`src/rtl/lfsr_frame_tx.sv`:
```
// lfsr_frame_tx: frames successive 20-bit LFSR words into a header/length/payload/checksum byte stream
module lfsr_frame_tx #(
  parameter int          WORDS_PER_FRAME = 8,
  parameter logic [7:0]  HEADER          = 8'hA5,
  parameter logic [15:0] FRAME_CNT_INIT  = 16'h0000
) (
  input  logic        clk,
  input  logic        nreset,
  input  logic        start,
  input  logic [19:0] lfsr_data,
  output logic [7:0]  tx_data,
  output logic        tx_valid,
  input  logic        tx_ready,
  output logic        busy,
  output logic        done,
  output logic [15:0] frame_cnt
);
  typedef enum logic [2:0] {S_IDLE, S_HEADER, S_LEN, S_PAYLOAD, S_CHECKSUM} state_t;
  state_t      state;
  logic [19:0] word;
  logic [7:0]  chk;
  logic [7:0]  word_cnt;
  logic [1:0]  byte_idx;
  logic        xfer;
  logic [7:0]  chk_next;
  logic        last_word;
  assign xfer      = tx_valid && tx_ready;
  assign chk_next  = chk ^ tx_data;
  assign last_word = word_cnt == 8'(WORDS_PER_FRAME - 1);
  // the checksum byte is the running XOR including the final payload byte
  always_ff @(posedge clk or negedge nreset)
    if (!nreset) begin
      state     <= S_IDLE;
      word      <= '0;
      chk       <= '0;
      word_cnt  <= '0;
      byte_idx  <= '0;
      tx_data   <= '0;
      tx_valid  <= 1'b0;
      busy      <= 1'b0;
      done      <= 1'b0;
      frame_cnt <= FRAME_CNT_INIT;
    end else begin
      done <= 1'b0;
      case (state)
        S_IDLE:
          if (start) begin
            state    <= S_HEADER;
            tx_data  <= HEADER;
            tx_valid <= 1'b1;
            busy     <= 1'b1;
            chk      <= '0;
            word_cnt <= '0;
            byte_idx <= '0;
          end
        S_HEADER:
          if (xfer) begin
            state   <= S_LEN;
            chk     <= chk_next;
            tx_data <= 8'(WORDS_PER_FRAME);
          end
        S_LEN:
          if (xfer) begin
            state   <= S_PAYLOAD;
            chk     <= chk_next;
            word    <= lfsr_data;
            tx_data <= {4'h0, lfsr_data[19:16]};
          end
        S_PAYLOAD:
          if (xfer) begin
            chk <= chk_next;
            if (byte_idx == 2'd0) begin
              tx_data  <= word[15:8];
              byte_idx <= 2'd1;
            end else if (byte_idx == 2'd1) begin
              tx_data  <= word[7:0];
              byte_idx <= 2'd2;
            end else if (last_word) begin
              state    <= S_CHECKSUM;
              tx_data  <= chk_next;
              byte_idx <= 2'd0;
            end else begin
              word     <= lfsr_data;
              tx_data  <= {4'h0, lfsr_data[19:16]};
              byte_idx <= 2'd0;
              word_cnt <= word_cnt + 8'd1;
            end
          end
        S_CHECKSUM:
          if (xfer) begin
            state     <= S_IDLE;
            tx_data   <= '0;
            tx_valid  <= 1'b0;
            busy      <= 1'b0;
            done      <= 1'b1;
            frame_cnt <= frame_cnt + 16'd1;
          end
        default: state <= S_IDLE;
      endcase
    end
endmodule

```
`config.mk`:
```
export PLATFORM = sky130hd
export DESIGN_NAME = lfsr_frame_tx
export DESIGN_NICKNAME = d
export VERILOG_FILES = /design/src/rtl/lfsr_frame_tx.sv
export SDC_FILE = /design/constraint.sdc
export NUM_CORES = 1
export LEC_CHECK = 0
export ABC_CLOCK_PERIOD_IN_PS = 2950
export CORE_ASPECT_RATIO = 0.8
export CORE_MARGIN = 5
export CORE_UTILIZATION = 30
export DETAILED_ROUTE_END_ITERATION = 10
export PLACE_DENSITY_LB_ADDON = 0.12
export SLEW_MARGIN = 10
export SYNTH_ARGS = -nofsm -noshare
export SYNTH_HDL_FRONTEND = slang
export SYNTH_SLANG_ARGS = --single-unit
```
`constraint.sdc`:
```
create_clock -name clk -period 2.95 [get_ports clk]
set_input_delay 0.295 -clock clk [delete_from_list [all_inputs] [get_ports clk]]
set_output_delay 0.295 -clock clk [all_outputs]
set_load 0.02 [all_outputs]
```
# After elaboration in Yosys (flattened, before gate mapping)
# Index checks and enable logic that the tools add are counted.
# word_totals
out_inout_bits	27
regBits	63
# classes
n_reduce_logical	17
addsub	2
bitwise	1
eq_ne	16
n_mux	42
# op_table
cell	count
$mux 8	14
$mux 16	5
$pmux 8 s5	1
$pmux 16 s2	1
$pmux 8 s2	2
$mux 3	8
$ne 2x2->1 const B	9
$reduce_and 6->1	3
$add 16x1->16 const B	1
$pmux 3 s5	1
$reduce_and 3->1	3
$add 8x1->8 const B	1
$eq 8x3->1 const B	1
$mux 2	4
$reduce_and 8->1	1
$reduce_bool 2->1	4
$xor 8x8->8	1
$eq 3x2->1 const B	2
$reduce_bool 5->1	1
$mux 1	4
$pmux 2 s2	1
$eq 3x1->1 const B	1
$eq 3x3->1 const B	1
$logic_not 3->1	1
7 further kinds	7

# Longest topological paths before layout
# depth
ltp_word	6
depth_mapped	7
mapped_depth_nobuf	5

# Least setup slack after synthesis
# OpenSTA, ideal clock, no wires.
# synth_timing
kind	reg-to-reg
start	reg word_cnt[0]
end	reg word[0]
slack_ns	0.812
setup_ns	0.125
required_ns	2.825
t_arrival_ns	2.013
path_stages_with_launch	8
n_path_buf	2
path_cell_list	dfrtp_1 ha_1 and3b_1 buf_6 a21o_1 a211oi_4 buf_8 mux2_4
# synth_via
elab_chain_cells	3
# synth_rtl
item	line_no	rtl
start: declaration	22	logic [7:0] word_cnt;
start signal: assignment	86	word_cnt <= word_cnt + 8'd1;
$eq 8x3->1	29	assign last_word = word_cnt == 8'(WORDS_PER_FRAME - 1);
$ne 2x2->1 (no source line)	--	
$reduce_and 6->1 (no source line)	--	
end signal: assignment	66	word <= lfsr_data;
end signal: assignment	83	word <= lfsr_data;
end: declaration	20	logic [19:0] word;
# No other way between the ends.
# A chain may end at the register's enable or synchronous reset.

# Final worst setup path
# layout_timing
start	reg word_cnt[0]
end	reg word[14]
# The elaborated chain is that of the path after synthesis.

==> reports/metrics.yaml <==
core-area_mm2: 0.0109
hold_buffers: 0
synthTopCellsByArea: "dfrtp_1, mux2_4, nand2_1"
syn_area_per_cell_um2: 10.4
io_pins: 51
synth.top_cell.area_share: 0.469
num_vias: 2633
grtUsageTotal: 0.136
start_util: 0.308
dp.cells: 510
ys_seq_area_frac: 0.469
status: "completed"
ys_async_sr_fraction: 1.00
slew_violations: 0
p_per_area_mw_per_mm2: 917
die_h_um: 105
drt_iter0_markers: 135
rows: 34
firstDrtPassIters: 6
synth_cell_type_count: 56
place_area_mm2: 0.00402
cp_data_arrival_time_ns: 2.61
min_period_ns: 2.40
vdd_drop_max_v: 0.000330
place.gp.congestion: 0.829
final-hold-violation-count: 0
clock_latency_ns: 0.33
syn_inst: 322
antenna_found_initial: 0
worstMarginPinSlew_ns: 1.13
fin_setup_tns_ns: 0
cts_resized: 0
synth_ff_type: "dfrtp_1"
power_mw: 3.96
worstPathMaxFanout: 16
period_share: 0.812
grt_pass1_vias: 2605
globalRoute.totalOverflow: 0
drive_above_1_share: 0.128
rsz0062_at_grt: "false"
ys_ff_latch: 63
grt_pass1_wl_um: 14300
synth.cell_area_mm2: 0.00336
n_antenna_cell: 0
clock_path_buffers: 2
leakagePower_nw: 1.78
fillCellCount: 1058
final-instance-count-excl-fill: 526
grt_start_max_net_pins: 42
hp-class: "input port to async pin"
port_buffers: 50
path_clk_slew_ns: 0.05
ys_top_cells_by_count: "dfrtp_1, nand2_1, nor2_1, o21ai_0, xnor2_1"
relSlewSlack: 0.245
stdcell_area_mm2: 0.00432
start_kind: "flop"
cp-end-kind: "flop"
post-route-drc-count: 0
reg2reg_depth: 6
yosysMostFrequentCell: "dfrtp_1"
required_ns: 3.16
die_w_um: 128
dp_hpwl_um: 6190
worst-setup-path-type: "flop to flop"
htreeDepth: 3
routedWlPerCell_um: 16.3
setup_viol: 0
cts_tree: "built"
wirelength_um: 8550
viasPerCell: 5.01
postRouteAntennaNets: 0
fmax_ghz: 0.417
synth_top_area_cell: "dfrtp_1"
cts-root-buf: "clkbuf_16"
area_growth_pct: 28.3
fin_skew_ns: 0.00547
cts_sinks: 63
yosys_warnings: 0
nets: 403
die_area_mm2: 0.0134
cts_setup_buffers: 0
cts_buffers: 9
synth-edff-count: 0
r2r-end: "word[14]$_DFFE_PN0P_"
drv_cap: 0
rr_startpoint: "word_cnt[0]$_DFFE_PN0P_"
syn_nets: 348
rrSetupSlack_ns: 0.55
==> power by group <==
part / total (mW) / internal, mW / switching [mW]
Clock: 1.05 / 0.676 / 0.378
Combinational: 1.47 / 0.737 / 0.733
Sequential: 1.43 / 1.15 / 0.283
==> worst max-delay path, cell delays in order, from the launching register on <==
cell and delay [ns]:
dfrtp_1 0.40, ha_1 0.25, and3b_1 0.28, a21o_1 0.38, a211oi_4 0.29, buf_4 0.31
mux2_2 0.37
==> how the worst max path moves through the flow <==
stage                                  from                    to  cells after the start
floorplan           word_cnt[0]$_DFFE_PN0P_   word[0]$_DFFE_PN0P_                      7
global placement                   tx_ready  word[11]$_DFFE_PN0P_                      6
detailed placement  word_cnt[0]$_DFFE_PN0P_  word[12]$_DFFE_PN0P_                      6
CTS                 word_cnt[0]$_DFFE_PN0P_  word[14]$_DFFE_PN0P_                      6
global route        word_cnt[0]$_DFFE_PN0P_  word[12]$_DFFE_PN0P_                      6
finish              word_cnt[0]$_DFFE_PN0P_  word[14]$_DFFE_PN0P_                      6
==> layer usage <==
| metal | global-route usage | vias up | wire [um] |
|---|---|---|---|
| li1 | - | 1287 | - |
| met1 | 0.202 | 1275 | 4350 |
| met2 | 0.187 | 59 | 3590 |
| met3 | 0.0403 | 12 | 483 |
| met4 | 0.0409 | 0 | 129 |
| met5 | 0 | - | 0 |
==> cell usage in the layout (no fill, tap or decap), types with 10 or more instances in the layout <==
| cell | instances |
|---|---|
| xnor2_1 | 14 |
| clkdlybuf4s50_1 | 49 |
| nor2_1 | 19 |
| o21ai_0 | 19 |
| nand2_1 | 35 |
| mux2i_1 | 13 |
| mux2_4 | 10 |
| nand4_1 | 13 |
| nand3_1 | 10 |
| dfrtp_1 | 63 |
==> cells by family (layout without fill, tap and decap cells) <==
family / count (synthesis) / after routing / synth area share
xor+xnor: 20 / 20 / 0.0521
simple gates: 116 / 116 / 0.187
flops: 63 / 63 / 0.469
mux: 32 / 32 / 0.113
buf+inv: 25 / 85 / 0.0357
fa+ha+maj: 2 / 2 / 0.00744
compound gates: 64 / 64 / 0.136
==> flip-flops by register name (all words and copies together) (netlist names) <==
register   count
word          16
word_cnt       8
done           1
byte_idx       2
state          3
tx_data        8
frame_cnt     16
busy           1
chk            8
==> per-stage QoR <==
stage / util / hold slack (ns) / setup slack (ns)
global route: 0.395 / 0.216 / 0.421
CTS: 0.395 / 0.156 / 0.554
detailed placement: 0.368 / 0.470 / 0.562
floorplan: - / -0.000591 / 0.812
global placement: 0.368 / 0.461 / 0.571
finish: 0.395 / 0.116 / 0.553
==> final cells by class <==
class	instances	area [um2]	area share
Timing Repair Buffer	59	563	0.130
Inverter	10	37.5	0.00870
Clock inverter	3	42.5	0.00986
Sequential cell	63	1580	0.365
Multi-Input combinational cell	234	1670	0.386
Tap cell	144	180	0.0417
Clock buffer	13	250	0.0580
(Power assumes the default switching activity.)
